**src/rtl/proposal_sram_writer.sv**
```systemverilog
// Write-side packer for the 16x128b proposal SRAM: coalesces single-byte proposals
// that fall in the same line into one masked SRAM write, with a flush drain handshake.
module proposal_sram_writer #(
  parameter int ADDR_SPACE = 4,
  parameter int Q          = 16,
  parameter int BW         = 8
) (
  input  logic                  clk,
  input  logic                  rst_n,
  input  logic                  in_valid,
  output logic                  in_ready,
  input  logic [ADDR_SPACE+3:0] in_idx,
  input  logic [BW-1:0]         in_data,
  input  logic                  flush,
  output logic                  flush_done,
  output logic                  wsb,
  output logic [ADDR_SPACE-1:0] waddr,
  output logic [BW*Q-1:0]       wdata,
  output logic [Q-1:0]          bytemask
);

  typedef enum logic [1:0] {EMPTY, ACC, FLUSH2} state_t;

  state_t                state_q, state_d;
  logic [ADDR_SPACE-1:0] bufAddr_q, bufAddr_d;
  logic [BW*Q-1:0]       bufData_q, bufData_d;
  logic [Q-1:0]          bufPend_q, bufPend_d;

  logic                  wsb_q;
  logic [ADDR_SPACE-1:0] waddr_q;
  logic [BW*Q-1:0]       wdata_q;
  logic [Q-1:0]          bytemask_q;
  logic                  flushDone_q;

  logic                  accept;
  logic                  flushAcc;
  logic                  sameLine;
  logic [ADDR_SPACE-1:0] inLine;
  logic [Q-1:0]          laneSel;
  logic [Q-1:0]          mergedPend;
  logic [BW*Q-1:0]       mergedData;
  logic [BW*Q-1:0]       newData;

  logic                  wrReq;
  logic                  doneReq;
  logic [ADDR_SPACE-1:0] wrAddr;
  logic [Q-1:0]          wrPend;
  logic [BW*Q-1:0]       wrData;
  logic [BW*Q-1:0]       wrDataMasked;

  assign in_ready   = rst_n && (state_q != FLUSH2);
  assign accept     = in_valid && in_ready;
  assign flushAcc   = flush && in_ready;
  assign inLine     = in_idx[ADDR_SPACE+3:4];
  assign sameLine   = (inLine == bufAddr_q);
  assign laneSel    = Q'(1) << in_idx[3:0];
  assign mergedPend = bufPend_q | laneSel;

  // Lane merge of the incoming byte, both into the current buffer and into a fresh one
  always_comb begin
    mergedData = bufData_q;
    newData    = '0;
    for (int i = 0; i < Q; i++) begin
      if (laneSel[i]) begin
        mergedData[i*BW +: BW] = in_data;
        newData[i*BW +: BW]    = in_data;
      end
    end
  end

  always_ff @(posedge clk or negedge rst_n) begin
    if (!rst_n) begin
      state_q   <= EMPTY;
      bufAddr_q <= '0;
      bufData_q <= '0;
      bufPend_q <= '0;
    end else begin
      state_q   <= state_d;
      bufAddr_q <= bufAddr_d;
      bufData_q <= bufData_d;
      bufPend_q <= bufPend_d;
    end
  end

  always_comb begin
    state_d   = state_q;
    bufAddr_d = bufAddr_q;
    bufData_d = bufData_q;
    bufPend_d = bufPend_q;
    case (state_q)
      EMPTY: begin
        if (accept && !flushAcc) begin
          state_d   = ACC;
          bufAddr_d = inLine;
          bufData_d = newData;
          bufPend_d = laneSel;
        end
      end
      ACC: begin
        if (accept && !sameLine) begin
          state_d   = flushAcc ? FLUSH2 : ACC;
          bufAddr_d = inLine;
          bufData_d = newData;
          bufPend_d = laneSel;
        end else if (accept) begin
          if (flushAcc || (&mergedPend)) begin
            state_d   = EMPTY;
            bufPend_d = '0;
          end else begin
            bufData_d = mergedData;
            bufPend_d = mergedPend;
          end
        end else if (flushAcc) begin
          state_d   = EMPTY;
          bufPend_d = '0;
        end
      end
      FLUSH2: begin
        state_d   = EMPTY;
        bufPend_d = '0;
      end
      default: begin
        state_d   = EMPTY;
        bufPend_d = '0;
      end
    endcase
  end

  // Write decision for the next cycle; the default fields describe the buffered line
  always_comb begin
    wrReq   = 1'b0;
    doneReq = 1'b0;
    wrAddr  = bufAddr_q;
    wrPend  = bufPend_q;
    wrData  = bufData_q;
    case (state_q)
      EMPTY: begin
        if (accept && flushAcc) begin
          wrReq   = 1'b1;
          doneReq = 1'b1;
          wrAddr  = inLine;
          wrPend  = laneSel;
          wrData  = newData;
        end else if (flushAcc) begin
          doneReq = 1'b1;
        end
      end
      ACC: begin
        if (accept && !sameLine) begin
          wrReq = 1'b1;
        end else if (accept) begin
          if (flushAcc || (&mergedPend)) begin
            wrReq   = 1'b1;
            doneReq = flushAcc;
            wrPend  = mergedPend;
            wrData  = mergedData;
          end
        end else if (flushAcc) begin
          wrReq   = 1'b1;
          doneReq = 1'b1;
        end
      end
      FLUSH2: begin
        wrReq   = 1'b1;
        doneReq = 1'b1;
      end
      default: begin
        wrReq   = 1'b0;
        doneReq = 1'b0;
      end
    endcase
  end

  always_comb begin
    wrDataMasked = '0;
    for (int i = 0; i < Q; i++) begin
      if (wrPend[i]) wrDataMasked[i*BW +: BW] = wrData[i*BW +: BW];
    end
  end

  // Registered SRAM port; address and data hold their last value between writes
  always_ff @(posedge clk or negedge rst_n) begin
    if (!rst_n) begin
      wsb_q       <= 1'b1;
      waddr_q     <= '0;
      wdata_q     <= '0;
      bytemask_q  <= '1;
      flushDone_q <= 1'b0;
    end else begin
      flushDone_q <= doneReq;
      if (wrReq) begin
        wsb_q      <= 1'b0;
        waddr_q    <= wrAddr;
        wdata_q    <= wrDataMasked;
        bytemask_q <= ~wrPend;
      end else begin
        wsb_q      <= 1'b1;
        bytemask_q <= '1;
      end
    end
  end

  assign wsb        = wsb_q;
  assign waddr      = waddr_q;
  assign wdata      = wdata_q;
  assign bytemask   = bytemask_q;
  assign flush_done = flushDone_q;

endmodule

```
**config.mk**
```make
export PLATFORM = sky130hd
export DESIGN_NAME = proposal_sram_writer
export DESIGN_NICKNAME = d
export VERILOG_FILES = /design/src/rtl/proposal_sram_writer.sv
export SDC_FILE = /design/constraint.sdc
export NUM_CORES = 1
export LEC_CHECK = 0
export CAP_MARGIN = 20
export CORE_ASPECT_RATIO = 0.7
export CORE_MARGIN = 2
export CORE_UTILIZATION = 45
export DETAILED_ROUTE_END_ITERATION = 6
export PLACE_DENSITY_LB_ADDON = 0.15
export SYNTH_ARGS = -nofsm -noshare
export SYNTH_HDL_FRONTEND = slang
export SYNTH_SLANG_ARGS = --single-unit
```
**constraint.sdc**
```tcl
create_clock -name clk -period 3.3 [get_ports clk]
set_input_delay 0.66 -clock clk [delete_from_list [all_inputs] [get_ports clk]]
set_output_delay 0.66 -clock clk [all_outputs]
set_load 0.01 [all_outputs]
```
# Word level (Yosys, flattened, before mapping)
# Index checks and enable logic that the tools add are counted.
dict set report totals {
  ff_bits 300
  input_bits 20
  out_inout_bits 151
  word_cells 132
}
dict set report op_classes {
  n_eq_ne 10
  shift 1
  muxes 94
  n_bitwise 2
  reduce_logical 16
}
# cell n
set op_table {}
lappend op_table {{128-bit 2-to-1 mux} 8}
lappend op_table {{128-bit case mux with 2 select lines} 2}
lappend op_table {{8-bit 2-to-1 mux} 48}
lappend op_table {{16-bit 2-to-1 mux} 10}
lappend op_table {{16-bit case mux with 2 select lines} 2}
lappend op_table {{4-bit 2-to-1 mux} 4}
lappend op_table {{16-bit NOT} 1}
lappend op_table {{16-bit bitwise OR} 1}
lappend op_table {{16-bit AND reduction} 1}
lappend op_table {{1-bit by 4-bit left shift with 16-bit output (first input constant)} 1}
lappend op_table {{2-bit 2-to-1 mux} 6}
lappend op_table {{1-bit 2-to-1 mux} 10}
lappend op_table {{4-bit inequality test (second input constant)} 2}
lappend op_table {{4-bit case mux with 2 select lines} 1}
lappend op_table {{1-bit logical AND} 6}
lappend op_table {{2-bit inequality test (second input constant)} 3}
lappend op_table {{3-bit inequality test (second input constant)} 2}
lappend op_table {{1-bit case mux with 3 select lines} 2}
lappend op_table {{3-bit AND reduction} 2}
lappend op_table {{4-bit equality test} 1}
lappend op_table {{2-bit case mux with 2 select lines} 1}
lappend op_table {{4-bit AND reduction} 1}
lappend op_table {{2-bit by 1-bit equality test with 1-bit output (second input constant)} 1}
lappend op_table {{2-bit equality test (second input constant)} 1}
lappend op_table {{other kinds (5)} 6}

# Longest topological paths before layout
dict set report depth {
  ltp_word 10
  ltp_mapped 12
  mapped_depth_nobuf 7
}

# Worst setup path before layout
# No wires, ideal clock.
dict set report synth_timing {
  kind {input to register}
  startpoint {input port in_idx[3]}
  endpoint {register bufData_q[126]}
  setup_ps 121
  t_arrival_ps 2922
  required_time_ps 3179
  setup_slack_ps 257
  path_stages 11
  path_buffers 4
  path_cell_list {buf_2 or3b_1 a21oi_1 o22ai_1 o41ai_4 a21oi_1 buf_2 and2_0 clkbuf_1 buf_2 a22o_1}
}
dict set report synth_via {
  elab_chain_cells 6
  elab_cells_between_ends 13
  cone_classes {1 x eq/ne; 1 x shift; 7 x mux; 1 x bitwise; 3 x reduce/logical}
}
# item line
set synth_rtl {}
lappend synth_rtl {{start, declared} 12} ;# input logic [ADDR_SPACE+3:0] in_idx,
lappend synth_rtl {{1-bit by 4-bit left shift with 16-bit output (*)} 56} ;# assign laneSel = Q'(1) << in_idx[3:0];
lappend synth_rtl {{16-bit bitwise OR or 8-bit 2-to-1 mux (tied branches)} {57, 64}}
lappend synth_rtl {{16-bit AND reduction or 128-bit 2-to-1 mux (tied branches)} 106} ;# if (flushAcc || (&mergedPend)) begin
lappend synth_rtl {{1-bit logical OR or 128-bit 2-to-1 mux (tied branches)} {106, 105}}
lappend synth_rtl {{3-bit inequality test (no source line) or 128-bit 2-to-1 mux (tied branches)} --}
lappend synth_rtl {{4-bit AND reduction (no source line) or 128-bit case mux with 2 select lines (tied branches)} --}
lappend synth_rtl {{end signal, assigned} 80} ;# bufData_q <= bufData_d;
lappend synth_rtl {{end, declared} 26} ;# logic [BW*Q-1:0] bufData_q, bufData_d;
# Mark *: on every way between the ends. The rest lies on a longest branch, timed or not. The select of a mux whose other input is x is not followed.
# A chain may end at the register's enable or synchronous reset.

# Worst setup path after layout
dict set report layout_timing {
  startpoint {input port in_idx[1]}
  endpoint {register wdata_q[24] (netlist: wdata[24])}
}
dict set report layout_via {
  elab_chain_cells 9
  elab_cells_between_ends 21
  cone_classes {1 x shift; 17 x mux; 1 x bitwise; 2 x reduce/logical}
}
# item line
set layout_rtl {}
lappend layout_rtl {{1-bit by 4-bit left shift with 16-bit output (*)} 56}
lappend layout_rtl {{16-bit bitwise OR} 57} ;# assign mergedPend = bufPend_q | laneSel;
lappend layout_rtl {{16-bit AND reduction} 152} ;# if (flushAcc || (&mergedPend)) begin
lappend layout_rtl {{1-bit logical OR} 152}
lappend layout_rtl {{128-bit 2-to-1 mux or 16-bit 2-to-1 mux (tied branches)} 152}
lappend layout_rtl {{128-bit 2-to-1 mux or 16-bit 2-to-1 mux (tied branches)} 151} ;# end else if (accept) begin
lappend layout_rtl {{128-bit 2-to-1 mux or 16-bit 2-to-1 mux (tied branches)} 149} ;# if (accept && !sameLine) begin
lappend layout_rtl {{128-bit case mux with 2 select lines or 16-bit case mux with 2 select lines (tied branches)} 136} ;# case (state_q)
lappend layout_rtl {{8-bit 2-to-1 mux} 177} ;# if (wrPend[i]) wrDataMasked[i*BW +: BW] = wrData[i*BW +: BW];
lappend layout_rtl {{end signal, assigned} 194} ;# wdata_q <= wrDataMasked;
lappend layout_rtl {{end, declared} 31} ;# logic [BW*Q-1:0] wdata_q;
# Mark *: on every way between the ends. The rest lies on a longest branch, timed or not.

==> run metrics <==
Routed wire per std cell=between 20 and 30 microns; Area Growth Syn to Fin=28.66%; Comb pwr share=0.264; crit path time final=roughly 3.1 ns; ys flop type=dfrtp_1; CP arrival=approximately 3.6 ns; FF+latch area=0.007532 sq mm; adder-cell share of the synthesized area=0; distinct cell type count after synthesis=60; first-pass GRT wire length=95.76 mm; drt pass-1 iters=6; cell family with most CP delay=compound AO/OA/AOI/OAI gates; Post-CTS Hold Buffers=0; vias per std cell=6.527; Post-Synth XOR/XNOR Area=0.002182; total wire length=62.55 mm; Die Span X=around 230 microns; internal power=about 0.0077 W; Worst path slowest cell=o41a_4; CTS tree=done; Hold Crit Class=input pin to async pin; RSZ-0062 raised after global routing=false; largest net degree at the start of global routing=140; area of the multi-input gates=0.007776 sq mm; Die Area=around 0.037 sq mm; Max-Cap Viols=0; core area=around 0.035 sq mm; Final GP Congestion=between 0.8 and 0.9; register bit total from synthesis=300; Setup Viol. Count Final=0; Seq/Total Area, Yosys=0.4689; Post-Synth Simple-Gate Area=0.1458; PortBufs=170; Mapped Cells=1787; vias after detailed routing=16330; Clock Path Buffers=3; Filler cells=a little over 3000; 1st-iter DRT viols=~2400; worst skew pair latency=0.54 ns; Antenna Nets Post-Route=0; worst-margin pin slew=1.016 ns; Peak VDD IR=318.0 uV; CP Class=input pin to flop; layout cells sized above 1=0.1636; ys async rst share=1.000; Root Driver=clkbuf_16; synthesis warning total=0; vias in the first global route=15360; sequential power share=0.358; max-slew violations=0; clock-pin slew on the worst setup and hold paths=0.07 ns; Clock Skew=roughly 0.019 ns; largest family of logic cells by synthesized area=compound AO/OA/AOI/OAI gates; CP Max Fanout=21; Rows=57; worst path cell trace=clkdlybuf4s50_1 -> or4bb_1 -> a21oi_1 -> o22ai_1 -> o41a_4 -> buf_12 -> o31ai_2 -> buf_4 -> a21oi_1 -> o31ai_1; WP buf/inv=3; GRT overflow=0; dpl cell area=0.01939 sq mm; Power Density=548.9 mW/mm^2; Slew headroom=0.3224; Final Instance Area=0.02066 sq mm; worst reg2reg path startpoint=bufPend_q[12]; clock power share=0.378; Layout Nets=2023; CTS sink cnt=300; initial antenna violation count=0; HPWL Detailed=38.46 mm; EDFF count, synth=0; Die H=~160 microns; CP dominant cell by count=a21oi_1; P_sw=0.003636 W; drc violations=0; Max Clock Freq=0.3187 GHz; final hold vios=0; CP Capture Type=flop; Avg Cell Area, Syn=8.985 sq um; Compound-Gate Fraction of Synth Area=0.3284; syn_nets=1807; Post-Syn Area=between 0.015 and 0.02 sq mm; Initial Util=0.4594; number of H-tree branching levels=2; LEAKAGE=8.526 nW; I/O pin count=171; TritonCTS Buffers=34; CP Data Required Time=approximately 3.7 ns; Setup crit start kind=input pin; mux share of post-synthesis cell area=0.005299; GR Util All Layers=0.3320; postcts setup bufs=0; status=finished, final reports clean; Critical Path Start=in_idx[1]; worst stage delay on the critical path=0.58 ns; Final Cycle Share=0.9509; Setup TNS Final=0 ns; Sw Ratio=0.3207
## sequential cells by signal, summed over array words and instances, names as in the netlist
signal	count
wdata	128
flush_done	1
bufData_q	128
state_q	2
bytemask	16
bufPend_q	16
bufAddr_q	4
waddr	4
wsb	1
## cell usage in the layout (no fill, tap or decap), types with 9 or more instances in the layout
| cell | instances |
|---|---|
| o21ai_0 | 17 |
| buf_4 | 180 |
| o21ai_2 | 15 |
| a21oi_1 | 269 |
| o2bb2ai_1 | 9 |
| nand3_1 | 130 |
| buf_12 | 20 |
| nor2_1 | 147 |
| clkdlybuf4s50_1 | 168 |
| o31ai_2 | 26 |
| o22ai_1 | 122 |
| a22oi_1 | 10 |
| dfstp_2 | 17 |
| and2_0 | 9 |
| inv_1 | 9 |
| o31ai_1 | 110 |
| clkbuf_16 | 37 |
| nand2_1 | 152 |
| a22o_1 | 150 |
| nand4b_1 | 10 |
| dfrtp_1 | 282 |
## metrics by stage
stage          utilization  power (W)  setup slack, ns  hold slack, ns  std cells
2_1_floorplan            -   0.005809           0.2575          0.3644       1787
3_3_place_gp        0.5549   0.006995          -0.4839          0.4783       2439
3_5_place_dp        0.5549   0.007037          -0.4482          0.4820       2439
4_1_cts             0.5907    0.01130          0.09088          0.3241       2501
5_1_grt             0.5910    0.01176          0.03227          0.3586       2501
6_report            0.5911    0.01134           0.1619          0.3057       2502
## cell families after synthesis
logic type / after synthesis
compound gates: 764
xor+xnor: 4
buf+inv: 201
flops: 300
mux: 8
simple gates: 510
## synthesized netlist by cell type (all sizes together), types with 7 or more instances
| cell | number | area, sq um |
|---|---|---|
| a21oi | 269 | 1346 |
| a22o | 150 | 1314 |
| a22oi | 11 | 87.58 |
| and2 | 15 | 93.84 |
| buf | 33 | 162.7 |
| clkbuf | 157 | 589.3 |
| dfrtp | 283 | 7082 |
| dfstp | 17 | 446.7 |
| inv | 11 | 41.29 |
| nand2 | 152 | 570.6 |
| nand3 | 130 | 650.6 |
| nand4 | 7 | 43.79 |
| nand4b | 10 | 87.58 |
| nor2 | 149 | 559.3 |
| nor2b | 7 | 43.79 |
| nor3 | 7 | 35.03 |
| o21ai | 36 | 236.5 |
| o22ai | 122 | 763.2 |
| o2bb2ai | 9 | 78.83 |
| o31ai | 137 | 1154 |
## path summary, 6_finish.rpt
check                                 end  slack [ns]  cells past startpoint
hold reg to reg                wdata[109]        0.50                      2
max in group asynchronous   bufData_q[73]        1.69                      3
setup reg to reg                wdata[24]        0.31                      9
min in group clk               state_q[0]        0.37                      2
hold / removal             bufData_q[121]        0.31                      2
setup / recovery                wdata[24]        0.16                     10
## repair_timing
item,in CTS,in global routing
resized for setup,0,3
setup endpoints to repair,0,80
hold endpoints to repair,0,0
## power by group through the flow
stage	Combinational, W	Sequential (W)	Clock (W)
final	0.00300	0.00405	0.00429
after global routing	0.00321	0.00408	0.00447
after CTS	0.00294	0.00405	0.00431
after detailed placement	0.00292	0.00412	0
after global placement	0.00288	0.00411	0
after floorplan	0.00169	0.00412	0
## layout make-up
cell class,count,area share
clock buffers,49,0.04943
multi-input cells,1286,0.3765
diodes,1,0.0001211
flip-flops and latches,300,0.3646
clock inverters,13,0.01115
well taps,472,0.02859
inverters,11,0.002059
repair buffers,370,0.1675
## per-layer routing
metal  track usage  vias to the layer above  part of all wire
met5             0                        -                 0
met4        0.1232                        0             0.039
met3       0.07602                      176              0.12
met2        0.4694                     1047              0.41
met1        0.4946                     7963              0.43
li1              -                     7144                 -
Power figures use the tool's default switching activity.
==> patch, RTL diff (config.mk and constraints unchanged) <==
`ADDR_SPACE`: 4 -> 2.
--- a/src/rtl/proposal_sram_writer.sv
+++ b/src/rtl/proposal_sram_writer.sv
@@ -1,7 +1,7 @@
 // Write-side packer for the 16x128b proposal SRAM: coalesces single-byte proposals
 // that fall in the same line into one masked SRAM write, with a flush drain handshake.
 module proposal_sram_writer #(
-  parameter int ADDR_SPACE = 4,
+  parameter int ADDR_SPACE = 2,
   parameter int Q          = 16,
   parameter int BW         = 8
 ) (
Ports: changed (resized in_idx and waddr); port bits go from 171 to 167. No check against the original RTL was run, so the function may have changed too.
==> patch against the unedited design <==
  * Synthesized area increased by 7.5%
  * Critical path type unchanged
  * Fmax decreased by 0.90%
  * First-iteration DRC count decreased by 13%
  * Total power decreased by 12%
  * Sequential cell count decreased by 4
  * Worst setup slack got worse by 0.028 ns
  * Critical endpoint is now wdata[18]
  * Cell area increased by 5.4%
  * Highest routed layer unchanged
  * Clock skew increased by 0.0065 ns
  * Routed wire length increased by 1.9%
==> patch: results (changes against the unedited design) <==
Logic synthesis
  • XOR/XNOR Fraction of Synth Area: 0.101% (-0.12 points)
  • Distinct cells, synth: 73 (+22%)
  • Top cells by area, synth: dfrtp_1 (40%), o41ai_2 (9.3%), a22o_1 (6.6%)
  • Post-Syn Nets: 1,903 (+5.3%)
  • Mux cell area share after synthesis: 0.428% (-0.10 points)
  • Post-synthesis sequential area ratio: 43.0% (-3.9 points)
  • Post-synth top cells: nand2_1 (290), dfrtp_1 (279), nor2_1 (192)
  • Most numerous cell in the Yosys netlist: nand2_1

Placement
  • HPWL Detailed: 42,000 microns (+9.3%)
  • DP Area: 0.0207 sq mm (+6.9%)
  • Routability cong.: 0.951 (+6.5%)
  • PortBufs: 166 (-2.4%)

Global routing
  • Vias in the first global route: 16,500 (+7.4%)
  • Initial antenna violation count: 1 (+1)
  • Largest net degree at the start of global routing: 148 (+5.7%)
  • Total GRT Usage: 31.6% (-1.6 points)

Route
  • DR vias: 17,200 (+5.3%)
  • Number of DRC markers in iteration 0: 2,113 (-13%)
  • DR pass1 iterations: 5 (-1)

Layout
  • Fillers: 3,241 (+6.9%)
  • Design area: 0.0218 sq mm (+5.4%)
  • Nets@finish: 2,128 (+5.2%)
  • Layout cell share with drive strength beyond 1: 20.6% (+4.2 points)

Pwr
  • P_clk: 3.58 mW (-17%)
  • Worst IR Drop VDD: 394 uV (+24%)
  • Total power: 9.95 mW (-12%)
  • Switching Fraction: 31.7% (-0.36 points)
  • Reg power frac: 41.0% (+5.2 points)

Timing
  • Setup Skew: 0.0253 ns (+0.00653 ns)
  • Slew Limit Headroom: 35.1% (+2.8 points)

CTS
  • H-tree levels: 1 (-1)
  • Clock Latency Late Sink: 0.59 ns (+0.05 ns)
  • Total CTS buffers: 30 (-12%)

Critical path
  • Crit path arrival time: 3.64 ns (+0.08 ns)
  • Max FO, Critical Path: 23 (+9.5%)
  • Worst path slowest cell: nor3_2
  • Crit-path leading delay family: simple AND/OR/NAND/NOR gates

Outcome
  • Outcome: complete, no violations
## patch: cell types whose count changed after synthesis, moves of 16 or more
cell      change
clkbuf_1     -16
buf_2        +18
nor4_1       +51
nand3_1     -115
a22o_1       -20
nor2_1       +43
nor3_1      +103
o31ai_2      -25
a21o_1       +16
nand2_1     +138
o31ai_1      -98
o41ai_2      +99
a21oi_1     -141
## patch: what timing repair did
item                       in CTS  in global routing
hold buffers                    1                  0
setup endpoints to repair       0                  1
setup buffers                   0                  0
hold endpoints to repair        6                  0
resized for setup               0                  1
## patch: layout make-up
| class | instances | area share [%] |
|---|---|---|
| inverter | 7 | 0.132 |
| multi-input combinational | 1397 | 41.6 |
| antenna | 1 | 0.0115 |
| timing repair buffer | 378 | 16.6 |
| clock buffer | 46 | 4.19 |
| tap | 488 | 2.81 |
| clock inverter | 10 | 0.483 |
| sequential | 296 | 34.1 |
## patch: routing by layer
layer / wire [microns] / vias up / part of all wire (%) / track usage, %
met1: 28000 / 8522 / 44 / 46.9
met3: 6470 / 145 / 10 / 6.43
met4: 2000 / 0 / 3.1 / 9.16
met5: 0 / - / 0 / 0
met2: 27300 / 995 / 43 / 46.5
li1: - / 7529 / - / -
## patch: final timing paths
kind	from	to	slack [ns]	cells after the start
min reg2reg	wdata[21]	wdata[21]	0.48	2
max reg2reg	bufPend_q[14]	wdata[18]	0.46	8
min	rst_n	bufData_q[28]	0.48	2
max in group asynchronous	rst_n	wdata[76]	1.60	3
min in group clk	wdata[21]	wdata[21]	0.48	2
max	in_idx[3]	wdata[18]	0.13	11
## patch: metrics by stage
step | std cells | setup WS, ns
after floorplan | 1885 | 0.560
after global placement | 2565 | -0.359
after detailed placement | 2565 | -0.388
after CTS | 2622 | 0.197
after global routing | 2623 | 0.00727
final | 2623 | 0.133
